File: src/rtl/dds_pulse_sequencer.sv
`default_nettype none
// ============================================================================
// dds_pulse_sequencer: pulsed CW / LFM / phase-coded burst generator emitting
// DDS Compiler phase-config beats. Optional macro: DDS_MOD_PHASE_CODE_EN.
// Revision: 1.0
// ============================================================================
module dds_pulse_sequencer #(
  parameter int PHASE_W      = 32,
  parameter int CNT_W        = 32,
  parameter int CODE_LEN_MAX = 16,
  parameter int TDATA_W      = 8*((2*PHASE_W+8)/8)
) (
  input  logic                              S_AXI_CLK,
  input  logic                              S_AXI_ARESETN,
  input  logic                              start_i,
  input  logic                              stop_i,
  input  logic [1:0]                        mode_i,
  input  logic [PHASE_W-1:0]                pinc_start_i,
  input  logic [PHASE_W-1:0]                pinc_step_i,
  input  logic [CNT_W-1:0]                  pulse_len_i,
  input  logic [CNT_W-1:0]                  pri_i,
  input  logic [CNT_W-1:0]                  num_pulses_i,
  input  logic [CODE_LEN_MAX-1:0]           code_i,
  input  logic [$clog2(CODE_LEN_MAX+1)-1:0] code_len_i,
  input  logic [CNT_W-1:0]                  chip_len_i,
  output logic                              busy_o,
  output logic [CNT_W-1:0]                  pulse_cnt_o,
  output logic                              cfg_err_o,
  output logic                              overrun_o,
  output logic                              dds_en_o,
  output logic [TDATA_W-1:0]                m_axis_modulation_tdata,
  output logic                              m_axis_modulation_tvalid,
  output logic                              m_axis_modulation_tlast,
  input  logic                              m_axis_modulation_tready
);

  typedef enum logic [1:0] {
    IDLE  = 2'd0,
    PULSE = 2'd1,
    GAP   = 2'd2
  } state_t;

  state_t             state_q, state_d;
  logic               launch_q, launch_d;
  logic               busy_q, busy_d;
  logic               cfg_err_q, cfg_err_d;
  logic               overrun_q, overrun_d;
  logic               stop_pend_q, stop_pend_d;
  logic [CNT_W-1:0]   pulse_cnt_q, pulse_cnt_d;
  logic [CNT_W-1:0]   samp_q, samp_d;
  logic [CNT_W-1:0]   pri_cnt_q, pri_cnt_d;
  logic [PHASE_W-1:0] pinc_q, pinc_d;
  logic               lfm_q, lfm_d;
  logic [PHASE_W-1:0] pinc_start_q, pinc_start_d;
  logic [PHASE_W-1:0] pinc_step_q, pinc_step_d;
  logic [CNT_W-1:0]   pulse_len_q, pulse_len_d;
  logic [CNT_W-1:0]   pri_q, pri_d;
  logic [CNT_W-1:0]   num_pulses_q, num_pulses_d;

  logic               tvalid, hs, nat_last, stop_any, last_pulse, pri_due;
  logic               code_bad, start_ok, enter_pulse;
  logic [CNT_W-1:0]   pri_cnt_inc;
  logic [PHASE_W-1:0] poff;

`ifdef DDS_MOD_PHASE_CODE_EN
  localparam int CL_W  = $clog2(CODE_LEN_MAX+1);
  localparam int IDX_W = (CODE_LEN_MAX > 1) ? $clog2(CODE_LEN_MAX) : 1;

  logic                    code_mode_q, code_mode_d;
  logic [CODE_LEN_MAX-1:0] code_q, code_d;
  logic [CL_W-1:0]         code_len_q, code_len_d;
  logic [CNT_W-1:0]        chip_len_q, chip_len_d;
  logic [CNT_W-1:0]        chip_cnt_q, chip_cnt_d;
  logic [IDX_W-1:0]        chip_idx_q, chip_idx_d;

  assign code_bad = (mode_i == 2'd2) &&
                    ((code_len_i == '0) || (chip_len_i == '0) ||
                     (code_len_i > CL_W'(CODE_LEN_MAX)));
  assign poff     = (code_mode_q && code_q[chip_idx_q]) ?
                    {1'b1, {(PHASE_W-1){1'b0}}} : '0;
`else
  logic unused_code;
  assign unused_code = ^{code_i, code_len_i, chip_len_i};
  assign code_bad    = 1'b0;
  assign poff        = '0;
`endif

  assign tvalid      = (state_q == PULSE);
  assign hs          = tvalid & m_axis_modulation_tready;
  assign nat_last    = (samp_q == pulse_len_q - CNT_W'(1));
  assign stop_any    = stop_i | stop_pend_q;
  assign last_pulse  = (num_pulses_q != '0) && (pulse_cnt_q + CNT_W'(1) == num_pulses_q);
  assign pri_due     = (pri_cnt_q >= pri_q - CNT_W'(1));
  assign pri_cnt_inc = (pri_cnt_q == '1) ? pri_cnt_q : pri_cnt_q + CNT_W'(1);
  assign start_ok    = (pulse_len_i != '0) && (pri_i != '0) && !code_bad;

  always_comb begin
    state_d      = state_q;
    launch_d     = launch_q;
    busy_d       = busy_q;
    cfg_err_d    = 1'b0;
    overrun_d    = overrun_q;
    stop_pend_d  = stop_pend_q;
    pulse_cnt_d  = pulse_cnt_q;
    samp_d       = samp_q;
    pri_cnt_d    = pri_cnt_q;
    pinc_d       = pinc_q;
    lfm_d        = lfm_q;
    pinc_start_d = pinc_start_q;
    pinc_step_d  = pinc_step_q;
    pulse_len_d  = pulse_len_q;
    pri_d        = pri_q;
    num_pulses_d = num_pulses_q;
    enter_pulse  = 1'b0;
`ifdef DDS_MOD_PHASE_CODE_EN
    code_mode_d  = code_mode_q;
    code_d       = code_q;
    code_len_d   = code_len_q;
    chip_len_d   = chip_len_q;
    chip_cnt_d   = chip_cnt_q;
    chip_idx_d   = chip_idx_q;
`endif

    case (state_q)
      IDLE: begin
        // launch_q adds the extra cycle between an accepted start and the first beat
        if (launch_q) begin
          state_d     = PULSE;
          launch_d    = 1'b0;
          busy_d      = 1'b1;
          enter_pulse = 1'b1;
        end else if (start_i) begin
          if (start_ok) begin
            launch_d     = 1'b1;
            pulse_cnt_d  = '0;
            overrun_d    = 1'b0;
            lfm_d        = (mode_i == 2'd1);
            pinc_start_d = pinc_start_i;
            pinc_step_d  = pinc_step_i;
            pulse_len_d  = pulse_len_i;
            pri_d        = pri_i;
            num_pulses_d = num_pulses_i;
`ifdef DDS_MOD_PHASE_CODE_EN
            code_mode_d  = (mode_i == 2'd2);
            code_d       = code_i;
            code_len_d   = code_len_i;
            chip_len_d   = chip_len_i;
`endif
          end else begin
            cfg_err_d = 1'b1;
          end
        end
      end
      PULSE: begin
        pri_cnt_d = pri_cnt_inc;
        if (hs) begin
          samp_d = samp_q + CNT_W'(1);
          if (lfm_q) pinc_d = pinc_q + pinc_step_q;
`ifdef DDS_MOD_PHASE_CODE_EN
          if (chip_cnt_q == chip_len_q - CNT_W'(1)) begin
            chip_cnt_d = '0;
            chip_idx_d = (CL_W'(chip_idx_q) == code_len_q - CL_W'(1)) ? '0 : chip_idx_q + IDX_W'(1);
          end else begin
            chip_cnt_d = chip_cnt_q + CNT_W'(1);
          end
`endif
          if (nat_last) begin
            pulse_cnt_d = pulse_cnt_q + CNT_W'(1);
            if (pri_cnt_q >= pri_q) overrun_d = 1'b1;
          end
          if (stop_any || (nat_last && last_pulse)) begin
            state_d     = IDLE;
            busy_d      = 1'b0;
            stop_pend_d = 1'b0;
          end else if (nat_last) begin
            if (pri_due) enter_pulse = 1'b1;
            else         state_d     = GAP;
          end
        end else if (stop_i) begin
          stop_pend_d = 1'b1;
        end
      end
      GAP: begin
        pri_cnt_d = pri_cnt_inc;
        if (stop_i) begin
          state_d = IDLE;
          busy_d  = 1'b0;
        end else if (pri_due) begin
          state_d     = PULSE;
          enter_pulse = 1'b1;
        end
      end
      default: state_d = IDLE;
    endcase

    if (enter_pulse) begin
      samp_d    = '0;
      pinc_d    = pinc_start_q;
      pri_cnt_d = '0;
`ifdef DDS_MOD_PHASE_CODE_EN
      chip_cnt_d = '0;
      chip_idx_d = '0;
`endif
    end
  end

  always_ff @(posedge S_AXI_CLK or negedge S_AXI_ARESETN) begin
    if (!S_AXI_ARESETN) begin
      state_q      <= IDLE;
      launch_q     <= 1'b0;
      busy_q       <= 1'b0;
      cfg_err_q    <= 1'b0;
      overrun_q    <= 1'b0;
      stop_pend_q  <= 1'b0;
      pulse_cnt_q  <= '0;
      samp_q       <= '0;
      pri_cnt_q    <= '0;
      pinc_q       <= '0;
      lfm_q        <= 1'b0;
      pinc_start_q <= '0;
      pinc_step_q  <= '0;
      pulse_len_q  <= '0;
      pri_q        <= '0;
      num_pulses_q <= '0;
`ifdef DDS_MOD_PHASE_CODE_EN
      code_mode_q  <= 1'b0;
      code_q       <= '0;
      code_len_q   <= '0;
      chip_len_q   <= '0;
      chip_cnt_q   <= '0;
      chip_idx_q   <= '0;
`endif
    end else begin
      state_q      <= state_d;
      launch_q     <= launch_d;
      busy_q       <= busy_d;
      cfg_err_q    <= cfg_err_d;
      overrun_q    <= overrun_d;
      stop_pend_q  <= stop_pend_d;
      pulse_cnt_q  <= pulse_cnt_d;
      samp_q       <= samp_d;
      pri_cnt_q    <= pri_cnt_d;
      pinc_q       <= pinc_d;
      lfm_q        <= lfm_d;
      pinc_start_q <= pinc_start_d;
      pinc_step_q  <= pinc_step_d;
      pulse_len_q  <= pulse_len_d;
      pri_q        <= pri_d;
      num_pulses_q <= num_pulses_d;
`ifdef DDS_MOD_PHASE_CODE_EN
      code_mode_q  <= code_mode_d;
      code_q       <= code_d;
      code_len_q   <= code_len_d;
      chip_len_q   <= chip_len_d;
      chip_cnt_q   <= chip_cnt_d;
      chip_idx_q   <= chip_idx_d;
`endif
    end
  end

  // Beat fields are zeroed outside PULSE so the bus idles at all-zero
  always_comb begin
    m_axis_modulation_tdata = '0;
    if (tvalid) begin
      m_axis_modulation_tdata[PHASE_W-1:0]         = pinc_q;
      m_axis_modulation_tdata[2*PHASE_W-1:PHASE_W] = poff;
      m_axis_modulation_tdata[2*PHASE_W]           = (samp_q == '0);
    end
  end

  assign m_axis_modulation_tvalid = tvalid;
  assign m_axis_modulation_tlast  = tvalid & (nat_last | stop_any);
  assign busy_o      = busy_q;
  assign dds_en_o    = busy_q;
  assign pulse_cnt_o = pulse_cnt_q;
  assign cfg_err_o   = cfg_err_q;
  assign overrun_o   = overrun_q;

endmodule
`default_nettype wire

File: config.mk
export PLATFORM = sky130hd
export DESIGN_NAME = dds_pulse_sequencer
export DESIGN_NICKNAME = d
export VERILOG_FILES = /design/src/rtl/dds_pulse_sequencer.sv
export SDC_FILE = /design/constraint.sdc
export NUM_CORES = 1
export LEC_CHECK = 0
export CAP_MARGIN = 10
export CORE_MARGIN = 2
export CORE_UTILIZATION = 49
export CTS_CLUSTER_SIZE = 16
export DETAILED_ROUTE_END_ITERATION = 7
export PLACE_DENSITY = 0.77
export SLEW_MARGIN = 20
export SYNTH_ARGS = -nofsm -noshare
export SYNTH_HDL_FRONTEND = slang
export SYNTH_SLANG_ARGS = --single-unit
File: constraint.sdc
create_clock -name S_AXI_CLK -period 4.4 [get_ports S_AXI_CLK]
set_input_delay 1.1 -clock S_AXI_CLK [delete_from_list [all_inputs] [get_ports S_AXI_CLK]]
set_output_delay 1.1 -clock S_AXI_CLK [all_outputs]
set_load 0.02 [all_outputs]
# Word level (Yosys, flattened, before mapping)
# Index checks and enable logic that the tools add are counted.
[word_totals] inputBits=220 latch_bits=0 ramBits=0 word_cells=128 out_inout_bits=110 romBits=0 memories=0 reg_bits=296
[classes] shift=0 n_eq_ne=20 add_sub_neg=6 bitwise_logic=5 n_mux=53 n_div=0 order_cmp=2 multipliers=0 n_reduce_logical=26
[ops] cell="$mux 32" count=15
[ops] cell="$add 32x1->32 const B" count=3
[ops] cell="$reduce_bool 32->1" count=3
[ops] cell="$mux 65" count=1
[ops] cell="$eq 32x32->1" count=2
[ops] cell="$ge 32x32->1" count=2
[ops] cell="$pmux 32 s2" count=1
[ops] cell="$sub 32x1->32 const B" count=2
[ops] cell="$add 32x32->32" count=1
[ops] cell="$eq 32x32->1 const B" count=1
[ops] cell="$logic_not 32->1" count=1
[ops] cell="$mux 1" count=25
[ops] cell="$mux 2" count=7
[ops] cell="$ne 2x2->1 const B" count=6
[ops] cell="$reduce_bool 2->1" count=6
[ops] cell="$ne 2x1->1 const B" count=5
[ops] cell="$reduce_and 5->1" count=2
[ops] cell="$reduce_and 7->1" count=1
[ops] cell="$pmux 1 s3" count=2
[ops] cell="$pmux 2 s3" count=1
[ops] cell="$reduce_and 3->1" count=2
[ops] cell="$reduce_and 6->1" count=1
[ops] cell="$eq 2x1->1 const B" count=2
[ops] cell="$reduce_and 2->1" count=2
[ops] cell="14 further kinds" count=18

# Logic depth before layout (Yosys ltp)
[depth] depth_word=10 depth_mapped=24 mapped_depth_nobuf=20

# Worst setup path before layout
# OpenSTA, ideal clock, no wires.
[synth_timing] kind="register to register" from="reg pri_q[2]" to="reg pinc_q[3]" setup_slack_ps=-303 arrival_time_ps=4578 n_path_buf=3 period_less_slack_ps=4703 t_required_ps=4275 setup_ps=125 stages_incl_launch_ff=23 path_cell_list="dfrtp_1 > inv_1 > nand4_1 > nor2_1 > nand2_1 > nor4_1 > nand2_1 > or2_2 > clkbuf_1 > nor3_1 > xnor2_1 > ha_1 > a21o_1 > a21o_1 > a211o_1 > o211ai_1 > a21oi_1 > nor4b_1 > a21boi_0 > a211o_1 > buf_6 > buf_12 > mux2_2"
[synth_via] elab_chain_cells=9 elab_cells_between_ends=13 classes_between="add/sub: 1; order compare: 1; mux: 7; reduce/logical: 4"
[synth_rtl] element="start: declaration" line_no="57" text="logic [CNT_W-1:0] pri_q, pri_d;"
[synth_rtl] element="start signal: assignment" line_no="248" text="pri_q <= pri_d;"
[synth_rtl] element="$sub 32x1->32 (*)" line_no="93" text="assign pri_due = (pri_cnt_q >= pri_q - CNT_W'(1));"
[synth_rtl] element="$ge 32x32->1 (*)" line_no="93"
[synth_rtl] element="$mux 1 (*)" line_no="176, 188"
[synth_rtl] element="$mux 1" line_no="175" text="end else if (nat_last) begin"
[synth_rtl] element="$mux 1" line_no="171" text="if (stop_any || (nat_last && last_pulse)) begin"
[synth_rtl] element="$mux 1" line_no="156" text="if (hs) begin"
[synth_rtl] element="$pmux 1 s3 (*)" line_no="124" text="case (state_q)"
[synth_rtl] element="$reduce_bool 2->1 (no source line)"
[synth_rtl] element="$reduce_and 3->1 (no source line)"
[synth_rtl] element="end signal: assignment" line_no="243" text="pinc_q <= pinc_d;"
[synth_rtl] element="end: declaration" line_no="52" text="logic [PHASE_W-1:0] pinc_q, pinc_d;"
# Every way passes the cells marked *; elsewhere a longest branch is shown, timed or not.
# A chain may end at the register's enable or synchronous reset.

# Final worst setup path
[layout_timing] from="reg pulse_len_q[5]" to="out m_axis_modulation_tlast"
[layout_via] elab_chain_cells=4
[layout_rtl] element="start: declaration" line_no="56" text="logic [CNT_W-1:0] pulse_len_q, pulse_len_d;"
[layout_rtl] element="start signal: assignment" line_no="247" text="pulse_len_q <= pulse_len_d;"
[layout_rtl] element="$sub 32x1->32" line_no="90" text="assign nat_last = (samp_q == pulse_len_q - CNT_W'(1));"
[layout_rtl] element="$eq 32x32->1" line_no="90"
[layout_rtl] element="$or 1x1->1" line_no="272" text="assign m_axis_modulation_tlast = tvalid & (nat_last | stop_any);"
[layout_rtl] element="$and 1x1->1" line_no="272"
[layout_rtl] element="end: declaration" line_no="33" text="output logic m_axis_modulation_tlast,"
# Every way passes these cells.

==> flow_summary.yaml <==
run_status:
  status: "finished with violations"
  violations: "setup timing"
detailed_routing:
  ant_nets: 0
  drc: 0
  dr.pass1.iters: 7
  wirelength_um: 58200
  post_drt_wl_per_cell_um: 19.4
  drt_iter0_drc: 1010
  vias_per_cell: 5.81
  vias: 17400
sta:
  maxSlewViolCount: 0
  maxSlewHeadroom: 0.411
  fmax_ghz: 0.202
  finalSetupViolCount: 97
  fin_crit_sh: 1.13
  finalHoldViolCount: 0
  worst_pin_slew_ns: 0.883
  period_minus_slack_ns: 4.95
  worst_clock_skew_ns: 0.0172
  fin_ws_ns: -0.552
  whs_ns: 0.497
  rsz0062_at_grt: "yes"
synthesis:
  avgSynthCellArea_sq_um: 9.52
  syn_inst: 2081
  syn_area_sq_mm: 0.0198
  ys_async_sr_fraction: 1.00
  ys_seq_area_frac: 0.374
  yosysWarningCount: 0
  yosysTopAreaCell: "dfrtp_1"
  yosys-top-cells-area: "dfrtp_1 (37%), mux2_2 (9.3%), ha_1 (6.6%), xnor2_1 (5.6%), and2_1 (3.4%)"
  yosysTopAreaCellShare: 0.374
  synthTopCellsByCount: "dfrtp_1 (296), mux2_2 (163), nor2_1 (148), xnor2_1 (127), and2_1 (107)"
  ys_dominant_reg_cell: "dfrtp_1"
  synth.distinct_cells: 79
  post-synth-top-count-cell: "dfrtp_1"
  synth_edf_count: 0
  ys_seq_elements: 296
layout:
  drive_above_1_share: 0.239
  stdcell_area_sq_mm: 0.0260
  nFillCells: 3121
  multi_input_area_sq_mm: 0.0123
  final_nets: 2774
  area.sequential_sq_mm: 0.00741
  area_growth_pct: 31.3
floorplanning:
  die_w_um: 205
  initial_core_util: 0.497
  coreArea_sq_mm: 0.0398
  dieHeight_um: 205
  ios: 330
  row_count: 73
  die_area_sq_mm: 0.0420
pwr:
  peakVddDrop_mv: 0.415
  p_leak_nw: 11.3
  cellPowerDensity_mw_per_mm2: 634
placed_design:
  io_buffers: 237
  gp_congestion: 0.935
  dpl-instance-area_sq_mm: 0.0236
  dp_hpwl_um: 40800
cts:
  hold_buffers: 0
  cts_buffers: 35
  cts_buffer_depth: 3
  clk_latency_ns: 0.55
  htree_levels: 2
  cts_root_buf: "clkbuf_16"
  clkTransAtPathRegs_ns: 0.06
  cts_tree: "yes"
  cts.sinks: 296
hold_path:
  min_from: "pinc_start_q[29]"
  holdPathEnd: "pinc_q[29]"
  holdCritPathClass: "reg2reg"
  hold-path-cell-count: 1
grt:
  grt_pass1_vias: 17900
  grt_antenna_before_repair: 1
  grt_max_degree: 111
  overflow: 0
  track_usage: 0.275
  grt_pass1_wl_um: 92400
worst_setup_path:
  cp.arrival_ns: 3.85
  cp-end-kind: "output pin"
  worst-path-max-fanout: 4
  r2r_cells: 21
  required_ns: 3.30
  critPathKind: "reg2out"
  reg2reg_slack_ns: -0.18
  start_kind: "flip-flop"
  timing.rr.start: "pri_q[13]"
  reg2reg_to: "pinc_q[3]"
job:
  cap_violations: 0
-- cell usage in the layout, fill, tap and decap left out, types with 37 or more instances in the layout --
cell type,n
mux2_2,162
nor4_1,64
conb_1,39
nor2_1,118
ha_1,104
nand4_1,60
xor2_1,51
nand2_1,98
dfrtp_1,296
a21o_1,55
nor3_1,45
a21oi_1,76
and2_4,61
nand3_1,57
and2_1,46
buf_4,157
inv_1,75
clkdlybuf4s50_1,235
xnor2_1,126
clkbuf_16,37
o21ai_0,66
-- worst max path at each step --
| stage | startpoint | end | depth (start not counted) |
|---|---|---|---|
| 3_3_place_gp | pulse_len_q[7] | m_axis_modulation_tlast | 9 |
| 3_5_place_dp | pulse_len_q[7] | m_axis_modulation_tlast | 9 |
| 2_1_floorplan | pulse_len_q[6] | m_axis_modulation_tlast | 9 |
| 6_report | pulse_len_q[5] | m_axis_modulation_tlast | 9 |
| 5_1_grt | pulse_len_q[7] | m_axis_modulation_tlast | 10 |
| 4_1_cts | pulse_len_q[5] | m_axis_modulation_tlast | 9 |
-- layer usage --
| metal | share of wire | vias to the layer above | global-route usage |
|---|---|---|---|
| met5 | 0.00022 | - | 0 |
| met4 | 0.031 | 2 | 0.0915 |
| met3 | 0.053 | 122 | 0.0442 |
| met2 | 0.50 | 507 | 0.478 |
| met1 | 0.42 | 8608 | 0.348 |
| li1 | - | 8187 | - |
-- per-stage QoR --
| stage | util | power [mW] | setup WS (ns) | std cells | setup TNS, ns |
|---|---|---|---|---|---|
| floorplan | - | 9.87 | 0.0131 | 2119 | 0 |
| CTS | 0.648 | 16.2 | -0.546 | 2996 | -15.37 |
| global placement | 0.592 | 12.2 | -0.698 | 2907 | -34.52 |
| global route | 0.653 | 17.6 | -0.667 | 2998 | -26.97 |
| finish | 0.653 | 16.5 | -0.552 | 2999 | -9.67 |
| detailed placement | 0.592 | 12.5 | -0.792 | 2907 | -41.84 |
-- critical path: stages, from the launching register on --
cell	delay, ns
dfrtp_1	0.38
or4_4	0.56
or4_4	0.51
or3_1	0.36
nand3_1	0.08
nor2_1	0.08
or3_4	0.41
or4_4	0.57
a21oi_4	0.20
buf_6	0.14
-- what timing repair did --
| action | CTS | global route |
|---|---|---|
| setup buffers | 16 | 6 |
| gates resized for setup | 184 | 53 |
| cloned | 12 | 0 |
| pin swaps | 23 | 23 |
| endpoints found under the setup margin | 99 | 99 |
-- power breakdown --
part	leakage [nW]	internal [mW]	switching, mW
clock	0.577	1.87	1.22
combinational	7.04	4.27	4.39
sequential	3.69	3.73	1.02
-- final cells by class --
cell class,count,share of cell area
Antenna cell,1,0.0000962
Clock buffer,47,0.0393
Inverter,77,0.0111
Tap cell,525,0.0253
Timing Repair Buffer,427,0.159
Multi-Input combinational cell,1611,0.473
Clock inverter,15,0.00770
Sequential cell,296,0.285
-- cell families after synthesis --
logic type,synth area share
compound gates,0.120
other cells,0.000189
xor+xnor,0.0787
mux,0.0992
simple gates,0.208
buf+inv,0.0527
fa+ha+maj,0.0673
flops,0.374
Power figures use the tool's default switching activity.
==> edit 1, RTL diff (same settings) <==
The 3 states of `state_t` get a one-hot encoding in 3 bits.
--- a/src/rtl/dds_pulse_sequencer.sv
+++ b/src/rtl/dds_pulse_sequencer.sv
@@ -36,6 +36,6 @@
 
-  typedef enum logic [1:0] {
-    IDLE  = 2'd0,
-    PULSE = 2'd1,
-    GAP   = 2'd2
+  typedef enum logic [2:0] {
+    IDLE  = 3'b001,
+    PULSE = 3'b010,
+    GAP   = 3'b100
   } state_t;
Function: same outputs for any inputs over 4 cycles, from zero or initial values and one cycle with S_AXI_ARESETN low; so few cycles prove little.
==> edit 1 against the original RTL <==
The flow still finishes with violations (negative setup slack). Global-route usage decreased by 0.40 points. Cell area down 2.7%. Register-to-register slack got worse by 40 ps. Wire length is 4.9% lower. First-iteration DRC count fell by 3.0%. Total power fell by 1.4%. Sequential cell count is 1 higher. Setup slack got worse by 44 ps. Synthesized area fell by 3.9%. Critical endpoint unchanged. Largest power group unchanged.
==> edit 1: results (changes against the original RTL) <==
* Outcome: complete, but fails checks (unchanged)
* Failing checks: negative setup slack (unchanged)
* Final GP Congestion: 0.964 (was 0.935)
* Adder-cell area share of the yosys netlist: 0.0674 (was 0.0673)
- Antenna violations before repair: 3 (was 1)
* Setup repair bufs after CTS: 49 (was 16)
- Worst hold slack across all endpoints: 498 ps (was 497 ps)
* Via count of the first global-routing pass: 16,700 (was 17,900)
- The part of the Yosys area used for sequential elements was 0.390 (was 0.374).
* Sum of negative setup slack: -8340 ps (was -9670 ps)
- The number of iterations in the first detailed-routing pass is 5 (was 7).
- Chip Width: 201 um (was 205 um)
* Cells after DPL: 2,761 (was 2,907)
* R2R setup slack: -220 ps (was -180 ps)
- Synth top cells by count: sky130_fd_sc_hd__dfrtp_1 (296), sky130_fd_sc_hd__mux2_2 (191), sky130_fd_sc_hd__nor2_1 (176), sky130_fd_sc_hd__xnor2_1 (123), sky130_fd_sc_hd__nand2_1 (118) (was sky130_fd_sc_hd__dfrtp_1 (296), sky130_fd_sc_hd__mux2_2 (163), sky130_fd_sc_hd__nor2_1 (148), sky130_fd_sc_hd__xnor2_1 (127), sky130_fd_sc_hd__and2_1 (107)).
* Vias post-DR: 16,400 (was 17,400)
- The highest-delay cell along the critical path is sky130_fd_sc_hd__or4b_4 (was sky130_fd_sc_hd__or4_4).
- Compound-gate portion of the synthesized area: 0.103 (was 0.120)
- Aggregate global-route resource usage: 0.271 (was 0.275)
- Synth area leaders: sky130_fd_sc_hd__dfrtp_1 (39%), sky130_fd_sc_hd__mux2_2 (11%), sky130_fd_sc_hd__ha_1 (6.6%) (was sky130_fd_sc_hd__dfrtp_1 (37%), sky130_fd_sc_hd__mux2_2 (9.3%), sky130_fd_sc_hd__ha_1 (6.6%))
- Final std cells w/o fill: 2,886 (was 2,999)
- Post-synthesis xor/xnor area fraction: 0.0952 (was 0.0787)
* Final setup violating endpoints: 66 (was 97)
- Resized Gates After CTS: 137 (was 184)
- The first-pass GRT wire length came to 88,600 um (was 92,400 um).
- Average footprint of a synthesized cell: 9.65 um2 (was 9.52 um2)
* Layout Nets: 2,657 (was 2,774)
* Actual transition at the worst max-transition pin: 862 ps (was 883 ps)
* Detailed route wirelength on metal3: 3640 um (was 3060 um)
- Number of fillers in the final layout: 2,956 (was 3,121)
- Max incr delay on CP: 600 ps (was 570 ps)
- Max Clock Skew: 18.8 ps (was 17.2 ps)
- The portion of netlist area occupied by mux cells came to 0.116 (was 0.0992).
* 1st-iter DRT viols: 980 (was 1,010)
* Data arrival, critical path: 3900 ps (was 3850 ps)
- The length of routed met2 wiring was 26,500 um (was 29,100 um).
* Final setup slack of the worst path: -596 ps (was -552 ps)
* Routed Wire Length: 55,300 um (was 58,200 um)
- Leakage power: 10.7 nW (was 11.3 nW)
- Distinct cells, synth: 71 (was 79)
* Maximum number of pins on one net before global-route repair: 77 (was 111)
- Routed met1 length: 23,100 um (was 24,300 um)
edit 1: changes by cell type after synthesis, sizes merged, moves of 13 or more:
cell | before | now
o21ai | 68 | 100
o31ai | 7 | 20
or3 | 22 | 6
nor4 | 76 | 54
mux2 | 163 | 191
a21o | 55 | 29
nor2 | 148 | 176
nand4 | 62 | 44
nand2 | 100 | 120
xor2 | 51 | 84
and2 | 108 | 48
a21oi | 99 | 73
edit 1: per-layer routing:
metal | track usage | up-vias
li1 | - | 7696
met1 | 0.349 | 8066
met2 | 0.453 | 552
met3 | 0.0496 | 117
met4 | 0.106 | 2
met5 | 0 | -
edit 1: power by group through the flow:
| stage | Combinational [W] | Sequential (W) | Clock (W) |
|---|---|---|---|
| after CTS | 0.00820 | 0.00456 | 0.00330 |
| after detailed placement | 0.00705 | 0.00458 | 0 |
| after global routing | 0.00916 | 0.00470 | 0.00342 |
| after floorplan | 0.00501 | 0.00436 | 0 |
| final | 0.00842 | 0.00460 | 0.00325 |
| after global placement | 0.00681 | 0.00452 | 0 |
edit 1: layout make-up:
type | instances | share of cell area
clock inverters | 15 | 0.00845
inverters | 68 | 0.0101
multi-input cells | 1522 | 0.457
diodes | 4 | 0.000395
well taps | 518 | 0.0256
clock buffers | 53 | 0.0434
flip-flops and latches | 297 | 0.294
repair buffers | 409 | 0.162
edit 1: path summary, 6_finish.rpt:
check / start / endpoint / cells past startpoint
setup reg to reg: pri_q[4] / pinc_q[5] / 26
max in group asynchronous: S_AXI_ARESETN / state_q[0] / 2
hold / removal: pinc_start_q[5] / pinc_q[5] / 1
hold reg to reg: pinc_start_q[5] / pinc_q[5] / 1
min in group asynchronous: S_AXI_ARESETN / pinc_start_q[20] / 1
setup / recovery: pulse_len_q[10] / m_axis_modulation_tlast / 10
==> edit 2, RTL diff (same flow settings) <==
Without the edit above. The option `DDS_MOD_PHASE_CODE_EN` is turned on by a define.
--- a/src/rtl/dds_pulse_sequencer.sv
+++ b/src/rtl/dds_pulse_sequencer.sv
@@ -6,2 +6,4 @@
 // ============================================================================
+`define DDS_MOD_PHASE_CODE_EN
+
 module dds_pulse_sequencer #(
Function: changed (Yosys sat finds a counterexample within 4 cycles, from zero or initial values and one cycle with S_AXI_ARESETN low).
==> edit 2 against the original RTL <==
Sequential share of layout area up 2.6 points. The flow still finishes with violations (negative setup slack). Total power up 15%. Wire length up 23%. Sequential cell count up 90. Setup slack better by 440 ps. Die area up 25%. Cell area up 20%. Synthesized area up 26%. Hold slack worse by 18 ps. Via count up 24%.
==> edit 2: results (changes against the original RTL) <==
* Clock latency reported for the late side of the worst-skew pair: 590 ps (was 550 ps)
- The first-pass GRT wire length was 115,000 um (was 92,400 um).
* Via count of the first global-routing pass: 21,600 (was 17,900)
- Setup repair bufs after CTS: 0 (was 16)
* Synth top cells by count: sky130_fd_sc_hd__dfrtp_1 (386), sky130_fd_sc_hd__nand2_1 (224), sky130_fd_sc_hd__mux2_2 (184), sky130_fd_sc_hd__nor2_1 (164), sky130_fd_sc_hd__o21ai_0 (161) (was sky130_fd_sc_hd__dfrtp_1 (296), sky130_fd_sc_hd__mux2_2 (163), sky130_fd_sc_hd__nor2_1 (148), sky130_fd_sc_hd__xnor2_1 (127), sky130_fd_sc_hd__and2_1 (107))
- The highest ir drop seen on vdd is 452 uV (was 415 uV).
- Outcome: complete, but fails checks (unchanged).
- Worst hold path startpoint: pinc_start_q[3] (was pinc_start_q[29])
- Routed Wire Length: 71,700 um (was 58,200 um)
- Register area share after synthesis: 0.388 (was 0.374)
* Leakage power: 12.9 nW (was 11.3 nW)
* Worst max-slew margin expressed relative to the limit: 0.458 (was 0.411)
- Worst-case setup slack after placement: -77.0 ps (was -792 ps)
* Failing checks: negative setup slack (unchanged)
* Portion of netlist area occupied by mux cells: 0.0950 (was 0.0992)
* Aggregate global-route resource usage: 0.268 (was 0.275)
- Met2 WL post-DR: 33,900 um (was 29,100 um)
- The startpoint of the worst-slack reg-to-reg timing path is pri_q[18] (was pri_q[13]).
* Final setup violating endpoints: 1 (was 97)
* Inverter count: 82 (was 77)
- The mean instance size in the synthesized netlist was 9.44 um2 (was 9.52 um2).
- Fraction of area in registers: 0.311 (was 0.285)
- Distinct cells, synth: 93 (was 79)
- The initial detailed-routing violation count was 1,450 (was 1,010).
- Compound-gate portion of the synthesized area: 0.124 (was 0.120)
- Number of port buffers: 291 (was 237)
- GRT met2 Usage: 0.443 (was 0.478)
- The fraction of standard cell area in multi-input logic is 0.467 (was 0.473).
- The number of ordinary and repair buffers in the finished layout is 419 (was 427).
* Final setup slack of the worst path: -109 ps (was -552 ps)
* Global routing met1 resource utilization: 0.361 (was 0.348)
- Layout cells sized above 1: 0.157 (was 0.239)
* Path depth of the worst reg2reg path: 16 (was 21)
- The number of placed instances with taps included is 3,589 (was 2,907).
- DPL Wire Length: 53,300 um (was 40,800 um)
* Data arrival, critical path: 3410 ps (was 3850 ps)
- The final antenna diode count was 0 (was 1).
- Layout Nets: 3,311 (was 2,774)
- Met3 capacity usage during global routing: 0.0444 (was 0.0442)
* Sum of negative setup slack: -109 ps (was -9670 ps)
* Ratio of total power to cell area: 611 nW/um2 (was 634 nW/um2)
- Number of fillers in the final layout: 4,118 (was 3,121)
- The mean routed wirelength per cell was 19.5 um (was 19.4 um).
- The worst hold path stage count came to 2 (was 1).
- R2R setup slack: 190 ps (was -180 ps)
* Detailed route wirelength on metal3: 4220 um (was 3060 um)
==> edit 2: cell types whose count changed in the layout (fill, tap and decap cells not counted), moves of 28 or more <==
cell                              change
sky130_fd_sc_hd__a21oi_1             +41
sky130_fd_sc_hd__and2_4              -60
sky130_fd_sc_hd__buf_4               -53
sky130_fd_sc_hd__clkdlybuf4s50_1     +54
sky130_fd_sc_hd__dfrtp_1             +90
sky130_fd_sc_hd__nand2_1            +122
sky130_fd_sc_hd__nand3_1             +35
sky130_fd_sc_hd__nor2_1              +39
sky130_fd_sc_hd__o21ai_0             +94
sky130_fd_sc_hd__xor2_1              +28
==> edit 2: power breakdown <==
part | switching, W | internal, W | leakage [nW] | total (W)
Combinational | 0.00465 | 0.00425 | 7.19 | 0.00890
Sequential | 0.00128 | 0.00478 | 4.88 | 0.00605
Clock | 0.00158 | 0.00246 | 0.791 | 0.00405
==> edit 2: worst min-delay path, delay by kind of cell, from the launching register on <==
kind | cells | cell delay, ps
flops | 1 | 340
compound gates | 1 | 60
simple gates | 1 | 40
